## src/rtl/irq_ctrl_multi_pkg.sv

```systemverilog
// rtl/irq_ctrl_multi_pkg.sv - shared constants for the multi-source interrupt controller
package irq_ctrl_multi_pkg;

    localparam int NIRQ_MAX = 31;
    localparam int ID_W     = 5;

    localparam logic [5:0] OFF_PENDING   = 6'h00;
    localparam logic [5:0] OFF_ENABLE    = 6'h01;
    localparam logic [5:0] OFF_MODE      = 6'h02;
    localparam logic [5:0] OFF_THRESHOLD = 6'h03;
    localparam logic [5:0] OFF_CLAIM     = 6'h04;
    localparam logic [5:0] OFF_INSERVICE = 6'h05;
    localparam logic [5:0] OFF_PRIO      = 6'h10;

endpackage

```

## src/rtl/irq_prio_arb.sv

```systemverilog
// rtl/irq_prio_arb.sv - combinational max-priority selector, ties go to the lowest id
module irq_prio_arb
    import irq_ctrl_multi_pkg::*;
#(
    parameter int NIRQ   = 8,
    parameter int PRIO_W = 3
) (
    input  logic [NIRQ-1:0]        eligible,
    input  logic [NIRQ*PRIO_W-1:0] prio_flat,
    output logic                   win_valid,
    output logic [ID_W-1:0]        win_id,
    output logic [PRIO_W-1:0]      win_prio
);

    logic [PRIO_W-1:0] p;

    // Strict greater-than while scanning upward keeps the lowest id on ties.
    always_comb begin
        win_valid = 1'b0;
        win_id    = '0;
        win_prio  = '0;
        p         = '0;
        for (int i = 0; i < NIRQ; i++) begin
            p = prio_flat[i*PRIO_W +: PRIO_W];
            if (eligible[i] && (!win_valid || (p > win_prio))) begin
                win_valid = 1'b1;
                win_id    = ID_W'(i + 1);
                win_prio  = p;
            end
        end
    end

endmodule

```

## src/rtl/irq_ctrl_multi.sv

```systemverilog
// rtl/irq_ctrl_multi.sv - NIRQ-source interrupt controller with claim/complete on the IO bus
module irq_ctrl_multi
    import irq_ctrl_multi_pkg::*;
#(
    parameter int         NIRQ        = 8,
    parameter int         PRIO_W      = 3,
    parameter int         SYNC_STAGES = 2,
    parameter logic [7:0] BASE_ADR    = 8'hFC
) (
    input  logic            clk,
    input  logic            rst_n,
    input  logic [NIRQ-1:0] irq_in,
    input  logic            csr_meie,
    input  logic            io_we,
    input  logic [15:2]     io_wadr,
    input  logic [31:0]     io_wdata,
    input  logic            io_radr_en,
    input  logic [15:2]     io_radr,
    output logic [31:0]     io_rdata,
    output logic            g_interrupt,
    output logic [4:0]      irq_id
);

    logic [NIRQ-1:0]        sync_q [SYNC_STAGES];
    logic [NIRQ-1:0]        sync_d [SYNC_STAGES];
    logic [NIRQ-1:0]        sync_dly_q, sync_dly_d;
    logic [NIRQ-1:0]        enable_q, enable_d;
    logic [NIRQ-1:0]        mode_q, mode_d;
    logic [PRIO_W-1:0]      thr_q, thr_d;
    logic [NIRQ*PRIO_W-1:0] prio_q, prio_d;
    logic [NIRQ-1:0]        pending_q, pending_d;
    logic [NIRQ-1:0]        inservice_q, inservice_d;
    logic [31:0]            io_rdata_q, io_rdata_d;
    logic                   g_interrupt_q, g_interrupt_d;
    logic [ID_W-1:0]        irq_id_q, irq_id_d;

    logic [NIRQ-1:0]        sync_out, rise, eligible, claim_mask, complete_mask, mode_chg;
    logic                   win_valid, above_thr, wr_hit, rd_hit;
    logic [ID_W-1:0]        win_id, claim_id;
    logic [PRIO_W-1:0]      win_prio;
    logic [5:0]             woff, roff;

    assign sync_out = sync_q[SYNC_STAGES-1];
    assign rise     = sync_out & ~sync_dly_q;
    assign wr_hit   = io_we && (io_wadr[15:8] == BASE_ADR);
    assign rd_hit   = io_radr_en && (io_radr[15:8] == BASE_ADR);
    assign woff     = io_wadr[7:2];
    assign roff     = io_radr[7:2];

    always_comb begin
        eligible = '0;
        for (int i = 0; i < NIRQ; i++)
            eligible[i] = pending_q[i] && enable_q[i] && !inservice_q[i]
                          && (prio_q[i*PRIO_W +: PRIO_W] != '0);
    end

    irq_prio_arb #(.NIRQ(NIRQ), .PRIO_W(PRIO_W)) u_arb (
        .eligible  (eligible),
        .prio_flat (prio_q),
        .win_valid (win_valid),
        .win_id    (win_id),
        .win_prio  (win_prio)
    );

    assign above_thr = win_valid && (win_prio > thr_q);
    assign claim_id  = above_thr ? win_id : '0;

    always_comb begin
        sync_d[0] = irq_in;
        for (int s = 1; s < SYNC_STAGES; s++)
            sync_d[s] = sync_q[s-1];
        sync_dly_d = sync_out;

        enable_d      = enable_q;
        mode_d        = mode_q;
        thr_d         = thr_q;
        prio_d        = prio_q;
        claim_mask    = '0;
        complete_mask = '0;
        mode_chg      = '0;

        if (wr_hit) begin
            if (woff == OFF_ENABLE) enable_d = io_wdata[NIRQ-1:0];
            if (woff == OFF_MODE) begin
                mode_d   = io_wdata[NIRQ-1:0];
                mode_chg = mode_q ^ io_wdata[NIRQ-1:0];
            end
            if (woff == OFF_THRESHOLD) thr_d = io_wdata[PRIO_W-1:0];
            for (int i = 0; i < NIRQ; i++) begin
                if (woff == OFF_PRIO + 6'(i)) prio_d[i*PRIO_W +: PRIO_W] = io_wdata[PRIO_W-1:0];
                if (woff == OFF_CLAIM && io_wdata == 32'(i + 1)) complete_mask[i] = 1'b1;
            end
        end

        io_rdata_d = '0;
        if (rd_hit) begin
            case (roff)
                OFF_PENDING:   io_rdata_d = 32'(pending_q);
                OFF_ENABLE:    io_rdata_d = 32'(enable_q);
                OFF_MODE:      io_rdata_d = 32'(mode_q);
                OFF_THRESHOLD: io_rdata_d = 32'(thr_q);
                OFF_CLAIM:     io_rdata_d = 32'(claim_id);
                OFF_INSERVICE: io_rdata_d = 32'(inservice_q);
                default: begin
                    for (int i = 0; i < NIRQ; i++)
                        if (roff == OFF_PRIO + 6'(i)) io_rdata_d = 32'(prio_q[i*PRIO_W +: PRIO_W]);
                end
            endcase
            if (roff == OFF_CLAIM) begin
                for (int i = 0; i < NIRQ; i++)
                    if (claim_id == ID_W'(i + 1)) claim_mask[i] = 1'b1;
            end
        end

        // A claim landing on the same id as a complete leaves the channel in service.
        inservice_d = (inservice_q & ~complete_mask) | claim_mask;
        pending_d   = ((mode_q & ((pending_q & ~claim_mask) | rise))
                     | (~mode_q & sync_out & ~inservice_q)) & ~mode_chg;

        g_interrupt_d = csr_meie && above_thr;
        irq_id_d      = win_valid ? win_id : '0;
    end

    always_ff @(posedge clk or negedge rst_n) begin
        if (!rst_n) begin
            for (int s = 0; s < SYNC_STAGES; s++) sync_q[s] <= '0;
            sync_dly_q    <= '0;
            enable_q      <= '0;
            mode_q        <= '0;
            thr_q         <= '0;
            prio_q        <= '0;
            pending_q     <= '0;
            inservice_q   <= '0;
            io_rdata_q    <= '0;
            g_interrupt_q <= 1'b0;
            irq_id_q      <= '0;
        end else begin
            for (int s = 0; s < SYNC_STAGES; s++) sync_q[s] <= sync_d[s];
            sync_dly_q    <= sync_dly_d;
            enable_q      <= enable_d;
            mode_q        <= mode_d;
            thr_q         <= thr_d;
            prio_q        <= prio_d;
            pending_q     <= pending_d;
            inservice_q   <= inservice_d;
            io_rdata_q    <= io_rdata_d;
            g_interrupt_q <= g_interrupt_d;
            irq_id_q      <= irq_id_d;
        end
    end

    assign io_rdata    = io_rdata_q;
    assign g_interrupt = g_interrupt_q;
    assign irq_id      = irq_id_q;

endmodule

```

## config.mk

```make
export PLATFORM = sky130hd
export DESIGN_NAME = irq_ctrl_multi
export DESIGN_NICKNAME = d
export VERILOG_FILES = /design/src/rtl/irq_ctrl_multi_pkg.sv /design/src/rtl/irq_prio_arb.sv /design/src/rtl/irq_ctrl_multi.sv
export SDC_FILE = /design/constraint.sdc
export NUM_CORES = 1
export LEC_CHECK = 0
export ABC_CLOCK_PERIOD_IN_PS = 18200
export BUFFER_PORTS_ARGS = -buffer_cell sky130_fd_sc_hd__buf_2
export CORE_ASPECT_RATIO = 2
export CORE_MARGIN = 5
export CORE_UTILIZATION = 58
export CTS_CLUSTER_SIZE = 12
export DETAILED_ROUTE_END_ITERATION = 12
export MAX_ROUTING_LAYER = met4
export PLACE_DENSITY_LB_ADDON = 0.08
export SLEW_MARGIN = 20
export SYNTH_ARGS = -nofsm -noshare
export SYNTH_HDL_FRONTEND = slang
export SYNTH_SLANG_ARGS = --single-unit
```

## constraint.sdc

```tcl
create_clock -name clk -period 18.2 [get_ports clk]
set_input_delay 2.73 -clock clk [delete_from_list [all_inputs] [get_ports clk]]
set_output_delay 2.73 -clock clk [all_outputs]
set_load 0.03 [all_outputs]
```

==> results of run 1 <==
cells by family after synthesis:
| logic type | count (synthesis) | share of synthesized area |
|---|---|---|
| AO/OA/AOI/OAI | 138 | 0.172 |
| adder cells (fa/ha/maj) | 24 | 0.0508 |
| buffers and inverters | 66 | 0.0590 |
| flip-flops | 96 | 0.406 |
| multiplexers | 52 | 0.109 |
| other | 1 | 0.000634 |
| AND/OR/NAND/NOR | 220 | 0.203 |
critical path, delay by kind of cell, from the launching register on:
family          cells  cell delay, ns
buf+inv             2            0.26
fa+ha+maj           8            2.29
simple gates       14            3.01
flops               1            0.42
compound gates     30            6.46
mux                 1            0.45
per-layer routing:
metal  global-route usage  vias to the layer above
li1                     -                     2321
met1                0.316                     2484
met2                0.547                      180
met3               0.0395                       79
met4                0.231                        0
met5                    -                        -
synth_stat cells, types with 4 or more instances:
cell type   n
ha_1       24
mux2i_1     8
o21a_1      7
dfrtp_1    96
nor2_1     37
o21ai_0    37
nand2b_1    6
a211oi_1    6
nor4_1     10
mux2_2     38
nand2_1    72
nor3_1     15
nand4_1     5
inv_1      28
a22oi_1     5
nand3_1    12
buf_1       4
a211o_1     4
nor3_2      8
o31ai_1    11
a21oi_1    10
nand3b_1    7
a31oi_1    10
a222oi_1    4
clkbuf_1    8
mux4_2      6
a21o_1      4
buf_4      25
and2_1      7
nor2b_1    12
nor3b_1     6
o21ai_1     9
a32oi_1     4
layout make-up:
| class | count | area, um^2 | share of cell area |
|---|---|---|---|
| Timing Repair Buffer | 90 | 465 | 0.0693 |
| Clock inverter | 6 | 76.3 | 0.0114 |
| Multi-Input combinational cell | 459 | 3260 | 0.485 |
| Clock buffer | 10 | 239 | 0.0356 |
| Inverter | 28 | 105 | 0.0157 |
| Sequential cell | 96 | 2400 | 0.358 |
| Tap cell | 135 | 169 | 0.0252 |
per-stage QoR:
stage / worst slack (ns) / utilization
3_5_place_dp: 5.32 / 0.634
6_report: 5.19 / 0.666
4_1_cts: 5.24 / 0.666
2_1_floorplan: 7.40 / -
5_1_grt: 4.29 / 0.666
3_3_place_gp: 5.69 / 0.634
final timing paths:
check	end	slack [ns]	cells past startpoint
max	pending_q[6]	5.19	55
min	sync_dly_d[7]	0.35	0
max reg2reg	pending_q[6]	5.19	55
min reg2reg	sync_dly_d[7]	0.35	0
max in group asynchronous	prio_q[9]	14.74	2
min in group asynchronous	sync_d[3]	2.27	1
power breakdown:
| group | leakage, nW | internal, mW | switching [mW] | total, mW |
|---|---|---|---|---|
| registers | 1.24 | 0.217 | 0.00218 | 0.219 |
| logic | 1.66 | 0.0107 | 0.0235 | 0.0342 |
| clock network | 0.149 | 0.112 | 0.0849 | 0.197 |
state kept, by name, indices dropped and copies added, names as in the netlist:
register / count
sync_dly_d: 8
inservice_q: 8
prio_q: 24
mode_q: 8
enable_q: 8
sync_d: 8
pending_q: 8
io_rdata: 8
irq_id: 4
sync_dly_q: 8
thr_q: 3
g_interrupt: 1
==> results.cfg, run 1 <==
[synth]
yosysWarnings = 0
synth_seq_cells = 96
synth_top_flop_cell = dfrtp_1
ys_top_cells_by_area = dfrtp_1 41%, mux2_2 7.2%, ha_1 5.1%
synth_top_area_frac = 0.406
synth.distinct_cells = 78
synth_async_sr_flop_share = 1.00
syn-cell-area_mm2 = 0.00592
synth_top_area_cell = dfrtp_1
ys_seq_area_frac = 0.406
synthCells = 597
syn_area_per_cell_um2 = 9.91
synth_edf_count = 0

[sta]
worst_pin_slew_ns = 0.993
fin_hold_ws_ns = 0.352
rsz0062_at_grt = false
setup_viol = 0
fmax_ghz = 0.0769
min_period_ns = 13.01
final_max_slew_viol_count = 0
hold_violations = 0
period_share = 0.715
max-slew-margin-rel = 0.335
skew_ns = 0.00802
tns_ns = 0

[worst_setup_path]
arrival_ns = 13.24
worstPathRequired_ns = 18.43
reg2reg_from = inservice_q[0]
critical_path_class = reg -> reg
end_kind = flip-flop
cp_slowest_cell = or3_4
crit_path_frequent_cell = ha_1
crit_start = inservice_q[0]
path_max_fanout = 13
worst_setup_path_start_kind = flip-flop
slowest_delay_ns = 0.46

[cts]
clk_latency_ns = 0.35
cts.repair_timing.setup_buffer_count = 0
cts.repair.resized = 0
cts.sinks = 96
clk_pin_slew_worst_paths_ns = 0.07
cts_tree = yes
cts_made_buffers = 9
holdBufCountCts = 0
root_buffer = clkbuf_16
htreeDepth = 3
clockBufferDepth = 2

[global_routing]
grt_use_total = 0.318
grt_pass1_wl_um = 28400
antenna_found_initial = 0
grt_max_degree = 73
overflow = 0
grt_pass1_vias = 5186

[cells_and_area]
drive_gt1_frac = 0.266
layout_commonest_cell = dfrtp_1
final_nets = 781
area_growth_syn_to_layout_pct = 13.4
n_antenna_cell = 0
mostFrequentLayoutCells = 96 x dfrtp_1, 84 x buf_2, 72 x nand2_1
final-instance-count-excl-fill = 824
postLayoutCellArea_mm2 = 0.00671
fillers = 840

[placement]
dpl.hpwl_um = 14600
gp_congestion = 0.989
placed_area_mm2 = 0.00640
portBuffers = 85
post-place-cells = 808

[power]
power_mw = 0.451
leakage_nw = 3.05
p_per_area_mw_per_mm2 = 67.1
max-vdd-ir-drop_mv = 0.0681

[detailed_routing]
vias = 5064
wl_met3_um = 667
drt-total-wl_um = 18500
drtAntennaViolNets = 0
drt_iter0_markers = 304
dr_wl_met2_um = 10200
m1WireLength_um = 6130
highest_layer = met4
drt_pass1_iterations = 5
vias_per_cell = 6.15
drc = 0
wl_per_cell_um = 22.4

[floorplanning]
die-area_mm2 = 0.0124
core-area_mm2 = 0.0101
die_h_um = 153
row_count = 52
die_w_um = 81.4
initial_core_util = 0.587
io_pins = 111

[outcome]
status = finished clean

[worst_hold_path]
hold_path.class = reg -> reg
min_from = sync_d[7]

[flow_run]
drv_cap = 0
No activity file was read; power rests on OpenSTA's default activity.
==> inputs of run 2 (changes only) <==
Settings changed: ABC_CLOCK_PERIOD_IN_PS 18200 to 11260, CORE_UTILIZATION 58 to 51.
Clock period 18.2 ns to 11.26 ns, I/O delays scaled along.
==> run 2 against run 1 <==
Worst setup slack worse by 5.0 ns. Clock skew is 0.0019 ns lower. Largest cell class unchanged. Critical endpoint is now pending_q[2]. Wire length is 6.8% higher.
==> results.cfg, run 2 (synthesis results as in run 1) <==
[placement]
post-place-cells = 855
dpl.hpwl_um = 14900
gp_congestion = 1.05
portBuffers = 85

[cells_and_area]
largest_reg_flops = 24
top_register = prio_q
n_antenna_cell = 0
area_growth_syn_to_layout_pct = 28.2
drive_gt1_frac = 0.402
fillers = 943
layout_commonest_cell = dfrtp_1
register_area_mm2 = 0.00240
multiInputGateArea_mm2 = 0.00368
final-instance-count-excl-fill = 891
final_nets = 841
mostFrequentLayoutCells = 96 x dfrtp_1, 84 x buf_2, 69 x nand2_1

[floorplanning]
die_h_um = 162
core-area_mm2 = 0.0114
die-area_mm2 = 0.0140
initial_core_util = 0.521
row_count = 55
io_pins = 111
die_w_um = 86.2

[detailed_routing]
drc = 0
drt-total-wl_um = 19700
drt_pass1_iterations = 6
vias_per_cell = 5.97
drt_iter0_markers = 301
wl_per_cell_um = 22.1
drtAntennaViolNets = 0
vias = 5320

[sta]
worst_pin_slew_ns = 1.03
max-slew-margin-rel = 0.313
hold_violations = 0
fin_hold_ws_ns = 0.353
period_share = 0.987
min_period_ns = 11.11
skew_ns = 0.00616
final_max_slew_viol_count = 0
fmax_ghz = 0.0900
setup_viol = 0
rsz0062_at_grt = true

[flow_run]
drv_cap = 0

[cts]
clk_latency_ns = 0.35
cts.sinks = 96
cts_tree = yes
holdBufCountCts = 0
cts_made_buffers = 9
clk_pin_slew_worst_paths_ns = 0.07
root_buffer = clkbuf_16
clockBufferDepth = 2
htreeDepth = 3

[global_routing]
grt_use_total = 0.287
overflow = 0
antenna_found_initial = 0
grt_pass1_vias = 5543
grt_max_degree = 69
grt_pass1_wl_um = 29500

[worst_setup_path]
cp_slowest_cell = or3_4
critical_path_class = reg -> reg
arrival_ns = 11.35
worst_setup_path_start_kind = flip-flop
end_kind = flip-flop
crit_path_frequent_cell = o21ai_2
slowest_delay_ns = 0.40
worstPathRequired_ns = 11.50
path_max_fanout = 5

[power]
max-vdd-ir-drop_mv = 0.107
p_per_area_mw_per_mm2 = 93.0
leakage_nw = 3.45

[outcome]
status = finished clean

[worst_hold_path]
hold_path.class = reg -> reg
## run 2: worst paths after layout
| check | start | end | slack (ns) | cells past startpoint |
|---|---|---|---|---|
| setup / recovery | inservice_q[0] | pending_q[2] | 0.15 | 58 |
| hold / removal | sync_d[5] | sync_dly_d[5] | 0.35 | 0 |
| setup reg to reg | inservice_q[0] | pending_q[2] | 0.15 | 58 |
| hold reg to reg | sync_d[5] | sync_dly_d[5] | 0.35 | 0 |
| max in group asynchronous | rst_n | prio_q[19] | 8.83 | 2 |
| min in group asynchronous | rst_n | sync_d[6] | 1.25 | 1 |
## run 2: power by group
group          switching [mW]  internal [mW]  total (mW)
Sequential            0.00344          0.351       0.354
Clock                   0.141          0.154       0.295
Combinational          0.0388         0.0179      0.0567
Total                   0.183          0.523       0.706
## run 2: worst max-delay path, delay by kind of cell, from the launching register on
kind,cells,cell delay (ns)
DFF,1,0.38
buffers and inverters,5,0.64
adders and majority gates,8,2.07
muxes,1,0.28
AOI/OAI and AO/OA,32,5.61
and+or+nand+nor,12,2.00
## run 2: layout make-up
class | count | area share
Tap cell | 142 | 0.0234
Timing Repair Buffer | 150 | 0.123
Clock buffer | 9 | 0.0297
Multi-Input combinational cell | 459 | 0.486
Sequential cell | 96 | 0.317
Inverter | 28 | 0.0139
Clock inverter | 7 | 0.00792
## run 2: routing by layer
layer | global-route usage | up-vias | share of wire
met5 | - | - | 0
met4 | 0.167 | 0 | 0.053
met3 | 0.0259 | 57 | 0.026
met2 | 0.518 | 150 | 0.57
met1 | 0.294 | 2675 | 0.35
li1 | - | 2438 | -
## run 2: stage by stage
stage / utilization / area (um^2) / total power, mW / setup TNS, ns / worst slack (ns)
5_1_grt: 0.668 / 7590 / 0.732 / -3.73 / -0.296
3_3_place_gp: 0.591 / 6710 / 0.415 / -0.984 / -0.198
2_1_floorplan: - / 6010 / 0.394 / 0 / 0.461
4_1_cts: 0.627 / 7120 / 0.711 / 0 / 0.00765
6_report: 0.668 / 7590 / 0.706 / 0 / 0.149
3_5_place_dp: 0.591 / 6710 / 0.416 / -5.26 / -0.510
## run 2: repair_timing
action | 4_1_cts | 5_1_grt
hold endpoints to repair | 0 | 0
gates resized for setup | 21 | 74
pin swaps | 11 | 50
setup buffers | 5 | 16
endpoints found under the setup margin | 21 | 21
gates cloned | 0 | 0
